File: src/rtl/sweep_pkg.sv
// Shared types and helpers for the truth-table sweeper.
package sweep_pkg;

   typedef enum logic [1:0] {IDLE, SETTLE, SAMPLE, DONE} state_t;

   function automatic int unsigned tw_of(input int unsigned n);
      return 32'(1) << n;
   endfunction

   // Row 0 (all inputs low) lands in the MSB of the table code.
   function automatic int unsigned row_bit(input int unsigned tw, input int unsigned r);
      return tw - 32'(1) - r;
   endfunction

endpackage

File: src/rtl/truth_table_sweeper_if.sv
// Controller/CUT-facing bundle of the truth-table sweeper.
interface truth_table_sweeper_if
   import sweep_pkg::*;
#(
   parameter int unsigned N_IN = 3
);
   localparam int unsigned TW = tw_of(N_IN);

   logic            start;
   logic [TW-1:0]   expected;
   logic            resp;
   logic [N_IN-1:0] stim;
   logic            busy;
   logic            done;
   logic [TW-1:0]   table_out;
   logic            match;
   logic [TW-1:0]   unstable_mask;

   modport master (
      output start, expected, resp,
      input  stim, busy, done, table_out, match, unstable_mask
   );

   modport slave (
      input  start, expected, resp,
      output stim, busy, done, table_out, match, unstable_mask
   );
endinterface

File: src/rtl/settle_timer.sv
// Loadable down-counter; counts SETTLE_CYCLES-1 down to zero.
module settle_timer #(
   parameter int unsigned SETTLE_CYCLES = 4
) (
   input  logic clk,
   input  logic rst_n,
   input  logic load,
   input  logic en,
   output logic zero_c
);
   localparam int unsigned CW = (SETTLE_CYCLES > 1) ? $clog2(SETTLE_CYCLES) : 1;

   logic [CW-1:0] count_q;

   always_ff @(posedge clk or negedge rst_n) begin
      if (!rst_n) begin
         count_q <= '0;
      end else if (load) begin
         count_q <= CW'(SETTLE_CYCLES - 1);
      end else if (en && (count_q != '0)) begin
         count_q <= count_q - CW'(1);
      end
   end

   assign zero_c = (count_q == '0);
endmodule

File: src/rtl/truth_table_sweeper.sv
// Drives every input row into a CUT, captures its response as a hex truth-table
// code and compares it with an expected code. Option: SWEEP_STABLE_CHECK_EN.
module truth_table_sweeper
   import sweep_pkg::*;
#(
   parameter int unsigned N_IN          = 3,
   parameter int unsigned SETTLE_CYCLES = 4
) (
   input  logic clk,
   input  logic rst_n,
   truth_table_sweeper_if.slave bus
);
   localparam int unsigned TW = tw_of(N_IN);
   localparam logic [N_IN-1:0] LAST_ROW = N_IN'(TW - 1);

   if (SETTLE_CYCLES < 1) begin : g_bad_settle
      $error("SETTLE_CYCLES must be >= 1");
   end

   state_t          state_q, state_nxt;
   logic [N_IN-1:0] stim_q, stim_nxt;
   logic [N_IN-1:0] row_q, row_nxt;
   logic [TW-1:0]   exp_q, exp_nxt;
   logic [TW-1:0]   table_q, table_nxt;
   logic [TW-1:0]   mask_q, mask_nxt;
   logic            busy_q, busy_nxt;
   logic            done_q, done_nxt;
   logic            match_q, match_nxt;
   logic            tmr_load_c, tmr_en_c, tmr_zero_c;
   logic [N_IN-1:0] bit_idx_c;

   settle_timer #(.SETTLE_CYCLES(SETTLE_CYCLES)) u_timer (
      .clk    (clk),
      .rst_n  (rst_n),
      .load   (tmr_load_c),
      .en     (tmr_en_c),
      .zero_c (tmr_zero_c)
   );

`ifdef SWEEP_STABLE_CHECK_EN
   // resp as seen on the previous edge, i.e. during the last SETTLE cycle
   logic prev_resp_q;
   always_ff @(posedge clk or negedge rst_n) begin
      if (!rst_n) prev_resp_q <= 1'b0;
      else        prev_resp_q <= bus.resp;
   end
`endif

   assign bit_idx_c = N_IN'(row_bit(TW, 32'(row_q)));

   always_ff @(posedge clk or negedge rst_n) begin
      if (!rst_n) begin
         state_q <= IDLE;
         stim_q  <= '0;
         row_q   <= '0;
         exp_q   <= '0;
         table_q <= '0;
         mask_q  <= '0;
         busy_q  <= 1'b0;
         done_q  <= 1'b0;
         match_q <= 1'b0;
      end else begin
         state_q <= state_nxt;
         stim_q  <= stim_nxt;
         row_q   <= row_nxt;
         exp_q   <= exp_nxt;
         table_q <= table_nxt;
         mask_q  <= mask_nxt;
         busy_q  <= busy_nxt;
         done_q  <= done_nxt;
         match_q <= match_nxt;
      end
   end

   always_comb begin
      state_nxt  = state_q;
      stim_nxt   = stim_q;
      row_nxt    = row_q;
      exp_nxt    = exp_q;
      table_nxt  = table_q;
      mask_nxt   = mask_q;
      busy_nxt   = busy_q;
      done_nxt   = 1'b0;
      match_nxt  = match_q;
      tmr_load_c = 1'b0;
      tmr_en_c   = 1'b0;

      case (state_q)
         IDLE: begin
            if (bus.start) begin
               exp_nxt    = bus.expected;
               table_nxt  = '0;
               mask_nxt   = '0;
               match_nxt  = 1'b0;
               row_nxt    = '0;
               stim_nxt   = '0;
               busy_nxt   = 1'b1;
               tmr_load_c = 1'b1;
               state_nxt  = SETTLE;
            end
         end
         SETTLE: begin
            if (tmr_zero_c) state_nxt = SAMPLE;
            else            tmr_en_c  = 1'b1;
         end
         SAMPLE: begin
            table_nxt[bit_idx_c] = bus.resp;
`ifdef SWEEP_STABLE_CHECK_EN
            if (bus.resp != prev_resp_q) mask_nxt[bit_idx_c] = 1'b1;
`endif
            if (row_q == LAST_ROW) begin
               // the final row's bit is folded into the comparison here
               done_nxt  = 1'b1;
               match_nxt = (table_nxt == exp_q) && (mask_nxt == '0);
               stim_nxt  = '0;
               state_nxt = DONE;
            end else begin
               row_nxt    = row_q + N_IN'(1);
               stim_nxt   = row_q + N_IN'(1);
               tmr_load_c = 1'b1;
               state_nxt  = SETTLE;
            end
         end
         DONE: begin
            busy_nxt  = 1'b0;
            state_nxt = IDLE;
         end
         default: state_nxt = IDLE;
      endcase
   end

   assign bus.stim          = stim_q;
   assign bus.busy          = busy_q;
   assign bus.done          = done_q;
   assign bus.table_out     = table_q;
   assign bus.match         = match_q;
   assign bus.unstable_mask = mask_q;
endmodule

File: src/flat_wrapper.sv
// flat-port wrapper written by rule: the top's interface ports become plain ports
module truth_table_sweeper_flat import sweep_pkg::*;
#(
   parameter int unsigned N_IN          = 3,
   parameter int unsigned SETTLE_CYCLES = 4
)
  (clk, rst_n, bus_start, bus_expected, bus_resp, bus_stim, bus_busy, bus_done, bus_table_out, bus_match, bus_unstable_mask);
  truth_table_sweeper_if #(.N_IN(N_IN)) bus_i ();
  input  logic clk;
  input  logic rst_n;
  input wire logic [$bits(bus_i.start)-1:0] bus_start;
  input wire logic [$bits(bus_i.expected)-1:0] bus_expected;
  input wire logic [$bits(bus_i.resp)-1:0] bus_resp;
  output wire logic [$bits(bus_i.stim)-1:0] bus_stim;
  output wire logic [$bits(bus_i.busy)-1:0] bus_busy;
  output wire logic [$bits(bus_i.done)-1:0] bus_done;
  output wire logic [$bits(bus_i.table_out)-1:0] bus_table_out;
  output wire logic [$bits(bus_i.match)-1:0] bus_match;
  output wire logic [$bits(bus_i.unstable_mask)-1:0] bus_unstable_mask;
  assign bus_i.start = bus_start;
  assign bus_i.expected = bus_expected;
  assign bus_i.resp = bus_resp;
  assign bus_stim = bus_i.stim;
  assign bus_busy = bus_i.busy;
  assign bus_done = bus_i.done;
  assign bus_table_out = bus_i.table_out;
  assign bus_match = bus_i.match;
  assign bus_unstable_mask = bus_i.unstable_mask;
  truth_table_sweeper #(.N_IN(N_IN), .SETTLE_CYCLES(SETTLE_CYCLES)) u_core (.clk(clk), .rst_n(rst_n), .bus(bus_i));
endmodule
File: config.mk
export PLATFORM = sky130hd
export DESIGN_NAME = truth_table_sweeper_flat
export DESIGN_NICKNAME = d
export VERILOG_FILES = /design/src/rtl/sweep_pkg.sv /design/src/rtl/truth_table_sweeper_if.sv /design/src/rtl/settle_timer.sv /design/src/rtl/truth_table_sweeper.sv /design/src/flat_wrapper.sv
export SDC_FILE = /design/constraint.sdc
export NUM_CORES = 1
export LEC_CHECK = 0
export CORE_MARGIN = 10
export CORE_UTILIZATION = 45
export CTS_CLUSTER_DIAMETER = 40
export DETAILED_ROUTE_END_ITERATION = 7
export PLACE_DENSITY = 0.83
export SLEW_MARGIN = 40
export SYNTH_ARGS = -nofsm -noshare
export SYNTH_HDL_FRONTEND = slang
export SYNTH_SLANG_ARGS = --single-unit
File: constraint.sdc
create_clock -name clk -period 1.8 [get_ports clk]
set_input_delay 0.36 -clock clk [delete_from_list [all_inputs] [get_ports clk]]
set_output_delay 0.36 -clock clk [all_outputs]
set_load 0.02 [all_outputs]
==> results.txt, run 1 <==
----------------------------------------------------
[Run status]
  Outcome ... finished, final reports clean

[Setup path]
  Largest incremental delay on the critical path ... around 0.64 ns
  CP Launch Type ... flip-flop
  Last element of the critical path ... bus_table_out[7]
  Buffers & Inverters on Critical Path ... 1
  Number of stages on the worst setup path ... 1
  Crit Reg-Reg Startpoint ... u_core.row_q[2]
  Arrival time at the worst endpoint ... 1.34 ns
  Data required, critical path ... around 1.4 ns
  R2R Setup Slk ... 0.12 ns
  Crit path max-delay cell type ... sky130_fd_sc_hd__clkdlybuf4s50_1
  First element of the critical path ... u_core.bus.table_out[7]
  Reg2reg path depth ... 6
  Top fanout value on the critical path ... 4
  End of the worst register-to-register path ... u_core.bus.match
  Cell breakdown of the critical path ... clkdlybuf4s50_1
  CP endpoint kind ... output port
  Cell family with the largest share of critical-path delay ... buffers and inverters
  Startpoint-to-endpoint class of the critical path ... flip-flop to output port

[Clock tree]
  H-tree Lvls ... 2
  Number of buffers created by CTS ... 5
  Clk Latency, worst-skew pair ... 0.28 ns
  Hold Buf Count CTS ... 0
  Clk buf depth ... 2
  Clock tree from TritonCTS ... done
  Cell at the root of the clock tree ... sky130_fd_sc_hd__clkbuf_8
  Clock transition at the register clock pins on the worst setup and hold paths after CTS ... 0.06 ns
  Total clock sinks ... 29

[Yosys]
  Post-synthesis register bit count ... 29
  Share of synthesized registers carrying an async set or reset ... 1.00
  Count of cell types in the netlist ... 43
  Synthesized area per cell ... 10.4 um2
  Netlist area before placement ... roughly 1700 um2
  Cell count after synthesis ... 166
  EDFF count, synth ... 0
  Total number of yosys warnings ... 0
  Sequential area share after synthesis ... 0.421
  Most used flip-flop cell after synthesis ... sky130_fd_sc_hd__dfrtp_1

[Drt]
  Count of nets left with antenna violations after detail routing ... 0
  First-pass detailed-route iteration total ... 5
  Number of remaining DRC errors ... 0
  Number of violations reported at the end of detailed-routing iteration 0 ... 98
  Per-cell routed wire length ... 16.5 um
  Vias ... 1,430
  Final WL ... 4220 um
  Avg Vias per Cell ... 5.59

[STA]
  Worst hold-check slack ... 0.459 ns
  Final Max Slew Viols ... 0
  Maximum clock frequency ... just under 0.6 GHz
  Fin crit share ... 0.943
  Final-report setup violation count ... 0
  Fin Clk Skew ... 0.00483 ns
  Final count of hold timing violations ... 0
  Time the worst path needs with I/O delays and setup ... 1.70 ns

[GRT]
  Gr ovfl total ... 0
  Antenna violations before repair ... 0
  Wire length of the first global-routing pass ... 6610 um
  Overall Global Routing Usage ... 0.128
  Maximum number of pins on one net before global-route repair ... 30
  Number of global-route vias before repair ... 1,370

[Power and ir drop]
  Leakage power summed over all cells ... 1.07 nW
  Worst VDD drop ... 0.896 mV
  Total power density per cell area ... 1230 nW/um2

[Floorplan]
  CORE AREA ... 3690 um2
  Top-level I/O count ... 34
  Effective utilization at floorplan ... 0.468
  Full die area ... 6710 um2
  Die span in y ... 81.9 um
  Row count ... 22
  Die X ... 81.9 um

[Place]
  Half-perimeter wire length after placement ... 3040 um
  Number of port buffers ... 25
  Final estimated routing congestion in global placement ... 0.880
  Inst Count DP ... between 200 and 250

[Cells and area]
  Filler-free cell count of the finished design ... 256
  Number of antenna repair diodes ... 0
  Layout cell share with drive strength beyond 1 ... 0.245
  Layout net count ... 223
  Area growth from synthesis to final layout ... 28.5%

[Job]
  Total of max-cap violations ... 0

[Hold path]
  Worst min-delay path class ... input pin to async pin

----------------------------------------------------
## registers in the layout (all words and copies together), names as in the netlist
signal / cells
u_core.bus.table_out: 8
u_core.exp_q: 8
u_core.bus.busy: 1
u_core.state_q: 2
u_core.bus.match: 1
u_core.bus.stim: 3
u_core.row_q: 3
u_core.bus.done: 1
u_core.u_timer.count_q: 2
## per-stage QoR
step                setup slack [ns]  power [mW]  instance area (um2)   util  TNS, ns
floorplan                     0.0520        1.78                 1750      -        0
global placement             -0.0150        2.09                 2060  0.559  -0.0150
detailed placement           -0.0263        2.13                 2060  0.559  -0.0306
CTS                           0.0109        2.68                 2150  0.583        0
global route                 -0.0371        2.92                 2220  0.601  -0.0371
finish                         0.102        2.73                 2220  0.601        0
## layout make-up
cell class	count	area, um2
Clock buffer	7	86.3
Fill cell	304	1470
Inverter	7	26.3
Multi-Input combinational cell	119	900
Sequential cell	29	729
Tap cell	48	60.1
Timing Repair Buffer	46	415
## report_power, final
| part | total [mW] | internal [mW] | switching [mW] |
|---|---|---|---|
| clock | 0.531 | 0.302 | 0.229 |
| combinational | 1.13 | 0.595 | 0.539 |
| sequential | 1.07 | 0.838 | 0.231 |
| total | 2.73 | 1.74 | 0.999 |
## how the worst min path moves through the flow
stage / from / endpoint / slack [ns] / depth (start not counted)
after global routing: u_core.u_timer.count_q[0] / u_core.u_timer.count_q[0] / 0.49 / 1
after floorplan: rst_n / u_core.bus.busy / 0.06 / 0
after global placement: u_core.u_timer.count_q[0] / u_core.u_timer.count_q[0] / 0.47 / 1
final: rst_n / u_core.u_timer.count_q[1] / 0.46 / 2
after detailed placement: u_core.u_timer.count_q[0] / u_core.u_timer.count_q[0] / 0.47 / 1
after CTS: rst_n / u_core.row_q[2] / 0.46 / 2
## routing by layer
metal	wire, um	part of all wire	vias up	track usage
li1	-	-	663	-
met1	1650	0.39	694	0.148
met2	2030	0.48	58	0.195
met3	379	0.090	15	0.0502
met4	155	0.037	0	0.0782
met5	0	0	-	0
## synth_stat cells, drive strengths merged, types with 3 or more instances
library cell	instances	share of area
inv	7	0.015
nor3	4	0.015
xor2	5	0.025
nor2b	4	0.015
buf	14	0.060
o22ai	3	0.011
nor3b	5	0.028
ha	3	0.022
mux2	10	0.065
nand3b	6	0.041
nand2	5	0.011
clkbuf	4	0.0087
mux2i	6	0.035
dfrtp	29	0.42
a22o	13	0.067
nor2	12	0.026
a21oi	9	0.028
o21ai	10	0.029
## layout by cell type (no fill, tap or decap), types with 4 or more instances in the layout
cell type / n
sky130_fd_sc_hd__buf_4: 19
sky130_fd_sc_hd__nand2_1: 5
sky130_fd_sc_hd__mux2i_1: 6
sky130_fd_sc_hd__a21oi_1: 8
sky130_fd_sc_hd__clkbuf_8: 6
sky130_fd_sc_hd__o21ai_0: 10
sky130_fd_sc_hd__nor2b_1: 4
sky130_fd_sc_hd__nor2_1: 12
sky130_fd_sc_hd__nand3b_1: 4
sky130_fd_sc_hd__inv_1: 7
sky130_fd_sc_hd__xor2_1: 5
sky130_fd_sc_hd__mux2_2: 10
sky130_fd_sc_hd__clkdlybuf4s50_1: 25
sky130_fd_sc_hd__conb_1: 8
sky130_fd_sc_hd__a22o_1: 12
sky130_fd_sc_hd__dfrtp_1: 26
## kinds of logic after synthesis
kind of cell             Yosys count  synth area share
AO/OA/AOI/OAI                     43             0.178
XOR/XNOR                           6            0.0305
adder cells (fa/ha/maj)            3            0.0218
buffers and inverters             25            0.0841
flip-flops                        29             0.421
multiplexers                      16             0.100
other                              1           0.00217
AND/OR/NAND/NOR                   43             0.163
## repair_timing
item / in CTS / in global routing
setup buffers: 0 / 5
setup endpoints to repair: 0 / 2
gates resized for setup: 0 / 8
No activity file was read; power rests on OpenSTA's default activity.
==> inputs of run 2 (changes only) <==
Settings changed: CTS_BUF_LIST from default to sky130_fd_sc_hd__clkbuf_4.
==> run 2 against run 1 <==
Effect of this change: count of clock-buffer cells in the layout is 1 lower; first-iteration DRC count is 37% higher; clock skew is 0.0036 ns higher; register-to-register slack hardly changed; fmax is 2.1% lower; wire length is 0.97% lower; worst hold slack worse by 0.066 ns; design area is 1.6% lower; critical path type unchanged.
==> results.txt, run 2 (same netlist as run 1, synthesis figures left out) <==
----------------------------------------------------
[GRT]
  Overall Global Routing Usage ... 0.128
  Wire length of the first global-routing pass ... 6620 um
  Maximum number of pins on one net before global-route repair ... 30
  Gr ovfl total ... 0
  Number of global-route vias before repair ... 1,393
  Antenna violations before repair ... 0

[Power and ir drop]
  Psw ... 984 uW
  Portion of total power attributed to combinational logic ... 0.440
  Total power density per cell area ... 1180 nW/um2
  Fraction of power spent switching nets ... 0.383
  Cell internal power dissipation ... 1.58 mW
  Worst VDD drop ... 0.740 mV
  Part of the power in the clock network ... 0.146
  Sequential group share of total power ... 0.414
  Design Power ... around 2.6 mW
  Leakage power summed over all cells ... 1.07 nW

[Setup path]
  Buffers & Inverters on Critical Path ... 1
  CP endpoint kind ... output port
  R2R Setup Slk ... 0.11 ns
  Cell breakdown of the critical path ... clkdlybuf4s50_1
  First element of the critical path ... u_core.bus.table_out[1]
  Top fanout value on the critical path ... 4
  Cell family with the largest share of critical-path delay ... buffers and inverters
  Data required, critical path ... 1.44 ns
  Startpoint-to-endpoint class of the critical path ... flip-flop to output port
  End of the worst register-to-register path ... u_core.bus.match
  Arrival time at the worst endpoint ... 1.37 ns
  CP Launch Type ... flip-flop
  Reg2reg path depth ... 6
  Crit path max-delay cell type ... sky130_fd_sc_hd__clkdlybuf4s50_1
  Crit Reg-Reg Startpoint ... u_core.row_q[2]
  Largest incremental delay on the critical path ... 0.63 ns

[Clock tree]
  Cell at the root of the clock tree ... sky130_fd_sc_hd__clkbuf_4
  Clk buf depth ... 2
  Number of buffers created by CTS ... 5
  Clock tree from TritonCTS ... done
  Total clock sinks ... 29
  Clk Latency, worst-skew pair ... 0.34 ns
  Clock transition at the register clock pins on the worst setup and hold paths after CTS ... 0.09 ns
  H-tree Lvls ... 2
  Hold Buf Count CTS ... 0

[Floorplan]
  Row count ... 22
  Die X ... 81.9 um
  CORE AREA ... 3690 um2
  Full die area ... roughly 6700 um2
  Top-level I/O count ... 34
  Effective utilization at floorplan ... 0.468
  Die span in y ... 81.9 um

[STA]
  Fin Clk Skew ... between 0.008 and 0.009 ns
  Final Max Slew Viols ... 0
  Final count of hold timing violations ... 0
  Maximum clock frequency ... 0.577 GHz
  Time the worst path needs with I/O delays and setup ... around 1.7 ns
  Setup repair after global routing missed its margin ... yes
  Final-report setup violation count ... 0
  Fin crit share ... 0.963

[Job]
  Total of max-cap violations ... 0

[Drt]
  First-pass detailed-route iteration total ... 5
  Vias ... 1,421
  Avg Vias per Cell ... 5.55
  Count of nets left with antenna violations after detail routing ... 0
  Final WL ... 4180 um
  Per-cell routed wire length ... around 16 um
  Number of remaining DRC errors ... 0
  Number of violations reported at the end of detailed-routing iteration 0 ... between 100 and 150

[Run status]
  Outcome ... finished, final reports clean

[Cells and area]
  Most frequent standard cell in the layout excluding fill and tap cells ... sky130_fd_sc_hd__dfrtp_1
  Layout net count ... 223
  Layout cell share with drive strength beyond 1 ... 0.245
  Most frequent cells in the layout ... sky130_fd_sc_hd__dfrtp_1, sky130_fd_sc_hd__clkdlybuf4s50_1, sky130_fd_sc_hd__buf_4, sky130_fd_sc_hd__nor2_1, sky130_fd_sc_hd__a22o_1
  Final core utilization ... 0.592
  Number of antenna repair diodes ... 0
  Area growth from synthesis to final layout ... 26.5%
  Filler-free cell count of the finished design ... 256

[Hold path]
  Worst min-delay path class ... input pin to async pin

[Place]
  Half-perimeter wire length after placement ... 3040 um
  Final estimated routing congestion in global placement ... 0.880
  Inst Count DP ... 244
  Number of port buffers ... 25

----------------------------------------------------
run 2: cell count changes in the layout (fill, tap and decap cells not counted):
cell                              previous run  this run
sky130_fd_sc_hd__dlymetal6s2s_1              0         1
sky130_fd_sc_hd__clkbuf_4                    0         6
sky130_fd_sc_hd__clkbuf_8                    6         0
sky130_fd_sc_hd__clkbuf_1                    1         0
sky130_fd_sc_hd__clkinv_1                    0         1
sky130_fd_sc_hd__clkdlybuf4s50_1            25        24
run 2: cell type report:
type / instances / area, um2
clock inverter: 1 / 3.75
clock buffer: 6 / 45.0
sequential: 29 / 729
timing repair buffer: 46 / 418
multi-input combinational: 119 / 900
fill: 310 / 1510
tap: 48 / 60.1
inverter: 7 / 26.3
run 2: repair_timing:
action                                  CTS  global route
endpoints found under the setup margin    0             4
setup buffers                             0             5
gates resized for setup                   0             9
run 2: power groups by stage:
stage	combinational (mW)	clock (mW)	sequential [mW]
floorplan	0.764	0	1.02
global placement	1.02	0	1.07
detailed placement	1.05	0	1.08
CTS	1.06	0.385	1.06
global route	1.25	0.424	1.10
finish	1.13	0.374	1.06
run 2: metal layers:
metal	track usage	wire length, um
met3	0.0437	389
met4	0.0952	176
met2	0.193	1960
met5	0	0
met1	0.147	1650
run 2: stage by stage:
stage	setup WS, ns	cell area [um2]	hold slack, ns	setup TNS (ns)
5_1_grt	-0.00431	2180	0.415	-0.00431
6_report	0.0658	2180	0.393	0
4_1_cts	0.00211	2110	0.405	0
3_3_place_gp	-0.0150	2060	0.468	-0.0150
2_1_floorplan	0.0520	1750	0.0644	0
3_5_place_dp	-0.0263	2060	0.470	-0.0306
run 2: worst max path at each step:
stage	cells past startpoint	slack (ns)	end
after floorplan	8	0.05	u_core.bus.match
after global placement	6	-0.02	u_core.bus.match
after detailed placement	6	-0.03	u_core.bus.match
after CTS	6	0.002	u_core.bus.match
after global routing	7	-0.004	u_core.bus.match
final	1	0.07	bus_table_out[1]
==> inputs of run 3 (changes only) <==
Settings changed: CORE_ASPECT_RATIO from default to 1.2, DONT_BUFFER_PORTS from default to 1, PLACE_DENSITY 0.83 to 0.71.
==> run 3 against run 2 <==
Effect of this change: core utilization decreased by 7.0 points; register-to-register slack about the same; power decreased by 2.6%; clock power increased by 14%; combinational power decreased by 14%; largest power group is now sequential cells; highest routed layer unchanged.
==> results.txt, run 3 (same netlist as run 1, synthesis figures left out) <==
----------------------------------------------------
[Cells and area]
  Filler-free cell count of the finished design ... 229
  Most frequent standard cell in the layout excluding fill and tap cells ... sky130_fd_sc_hd__dfrtp_1
  Fin area ... 1910 um2
  Number of antenna repair diodes ... 0
  Area growth from synthesis to final layout ... 10.7%
  Layout net count ... around 190
  Layout cell share with drive strength beyond 1 ... 0.254
  Most frequent cells in the layout ... sky130_fd_sc_hd__dfrtp_1, sky130_fd_sc_hd__nor2_1, sky130_fd_sc_hd__a22o_1, sky130_fd_sc_hd__buf_4

[Job]
  Total of max-cap violations ... 0

[Setup path]
  Buffers & Inverters on Critical Path ... 0
  Arrival time at the worst endpoint ... 1.97 ns
  Crit path max-delay cell type ... sky130_fd_sc_hd__dfrtp_2
  Top fanout value on the critical path ... 7
  Largest incremental delay on the critical path ... ~0.47 ns
  Cell family with the largest share of critical-path delay ... simple AND/OR/NAND/NOR gates
  Reg2reg path depth ... 7
  Cell breakdown of the critical path ... ha_1 > ha_1 > nand3b_1 > a21oi_2 > nand4_1 > nor4_1 > a22o_1
  Number of stages on the worst setup path ... 7
  CP Launch Type ... flip-flop
  Top cell by count, worst path ... sky130_fd_sc_hd__ha_1
  CP endpoint kind ... flip-flop
  Startpoint-to-endpoint class of the critical path ... flip-flop to flip-flop
  Data required, critical path ... 2.08 ns

[STA]
  Headroom to the max-slew limit ... 0.655
  Actual slew at the worst max-slew pin ... around 0.52 ns
  Fin crit share ... 0.939
  Final-report setup violation count ... 0
  Time the worst path needs with I/O delays and setup ... about 1.7 ns
  Maximum clock frequency ... 0.592 GHz
  Final count of hold timing violations ... 0
  Fin Clk Skew ... around 0.011 ns
  Final Max Slew Viols ... 0

[Floorplan]
  Full die area ... 6720 um2
  Top-level I/O count ... 34
  Die X ... 76.5 um
  Effective utilization at floorplan ... 0.471
  CORE AREA ... roughly 3700 um2
  Row count ... 24
  Die span in y ... between 80 and 90 um

[Run status]
  Outcome ... finished, final reports clean

[GRT]
  Wire length of the first global-routing pass ... 6440 um
  Number of global-route vias before repair ... 1,297
  Overall Global Routing Usage ... 0.120
  Maximum number of pins on one net before global-route repair ... 30
  Gr ovfl total ... 0
  Antenna violations before repair ... 0

[Power and ir drop]
  Leakage power summed over all cells ... 0.941 nW
  Design Power ... approximately 2.5 mW
  Worst VDD drop ... 0.666 mV
  Total power density per cell area ... about 1300 nW/um2

[Place]
  Number of port buffers ... 0
  Placed cell areas ... ~1800 um2
  Inst Count DP ... 217
  Half-perimeter wire length after placement ... a little under 3000 um
  Final estimated routing congestion in global placement ... 0.900

[Drt]
  First-pass detailed-route iteration total ... 4
  Count of nets left with antenna violations after detail routing ... 0
  Avg Vias per Cell ... 5.58
  Per-cell routed wire length ... 17.3 um
  Final WL ... 3960 um
  Number of violations reported at the end of detailed-routing iteration 0 ... 80
  Number of remaining DRC errors ... 0
  Vias ... 1,277

[Hold path]
  Number of stages on the worst hold path ... 2
  Worst min-delay path class ... input pin to flip-flop

[Clock tree]
  Cell at the root of the clock tree ... sky130_fd_sc_hd__clkbuf_4
  Clk buf depth ... 2
  Total clock sinks ... 29
  Clk Latency, worst-skew pair ... roughly 0.33 ns
  Number of buffers created by CTS ... 5
  Clock transition at the register clock pins on the worst setup and hold paths after CTS ... 0.09 ns
  H-tree Lvls ... 2
  Clock tree from TritonCTS ... done

----------------------------------------------------
[run 3: cell count changes in the layout (fill, tap and decap cells not counted), moves of 2 or more]
cell,before,now
sky130_fd_sc_hd__clkdlybuf4s50_1,24,0
sky130_fd_sc_hd__buf_6,2,0
sky130_fd_sc_hd__buf_12,0,2
sky130_fd_sc_hd__buf_4,19,11
sky130_fd_sc_hd__clkbuf_4,6,8
[run 3: per-layer routing]
metal / wire [um] / vias to the layer above / global-route usage
li1: - / 598 / -
met1: 1520 / 621 / 0.125
met2: 1990 / 48 / 0.195
met3: 350 / 10 / 0.0625
met4: 95 / 0 / 0.0660
met5: 0 / - / 0
[run 3: repair_timing]
| item | in CTS | in global routing |
|---|---|---|
| endpoints found under the setup margin | 0 | 1 |
| buffers inserted | 0 | 2 |
| endpoints found under the hold margin | 29 | 0 |
| hold buffers | 2 | 0 |
| gates resized for setup | 0 | 5 |
[run 3: report_power, final]
part	total (mW)	leakage [nW]	internal, mW	switching [mW]
sequential	1.10	0.370	0.833	0.271
clock	0.428	0.0368	0.201	0.227
combinational	0.969	0.534	0.508	0.461
[run 3: layout make-up]
cell class / instances / area (um2)
tap: 52 / 65.1
inverter: 7 / 26.3
multi-input combinational: 119 / 898
clock buffer: 8 / 60.1
timing repair buffer: 14 / 133
sequential: 29 / 728
fill: 347 / 1750
[run 3: worst paths after layout]
kind / from / end / slack, ns
min in group asynchronous: rst_n / u_core.bus.table_out[3] / 0.45
worst max-delay path: u_core.row_q[1] / u_core.bus.match / 0.11
worst min-delay path: bus_expected[1] / u_core.exp_q[1] / 0.17
worst max register to register: u_core.row_q[1] / u_core.bus.match / 0.11
worst min register to register: u_core.u_timer.count_q[0] / u_core.u_timer.count_q[0] / 0.48
max in group asynchronous: rst_n / u_core.row_q[1] / 1.16
[run 3: metrics by stage]
stage | hold slack, ns | setup WS (ns) | utilization | TNS (ns)
after global placement | 0.0658 | 0.0667 | 0.487 | 0
after global routing | 0.156 | -0.00917 | 0.522 | -0.00917
after CTS | 0.149 | 0.0442 | 0.512 | 0
after detailed placement | 0.0662 | 0.0688 | 0.487 | 0
final | 0.166 | 0.109 | 0.522 | 0
after floorplan | 0.0644 | 0.0520 | - | 0
[run 3: worst register-to-register path: stages (launching register included)]
cell and delay, ns:
sky130_fd_sc_hd__dfrtp_2 0.47, sky130_fd_sc_hd__ha_1 0.18, sky130_fd_sc_hd__ha_1 0.16, sky130_fd_sc_hd__nand3b_1 0.14, sky130_fd_sc_hd__a21oi_2 0.15, sky130_fd_sc_hd__nand4_1 0.09
sky130_fd_sc_hd__nor4_1 0.28, sky130_fd_sc_hd__a22o_1 0.16
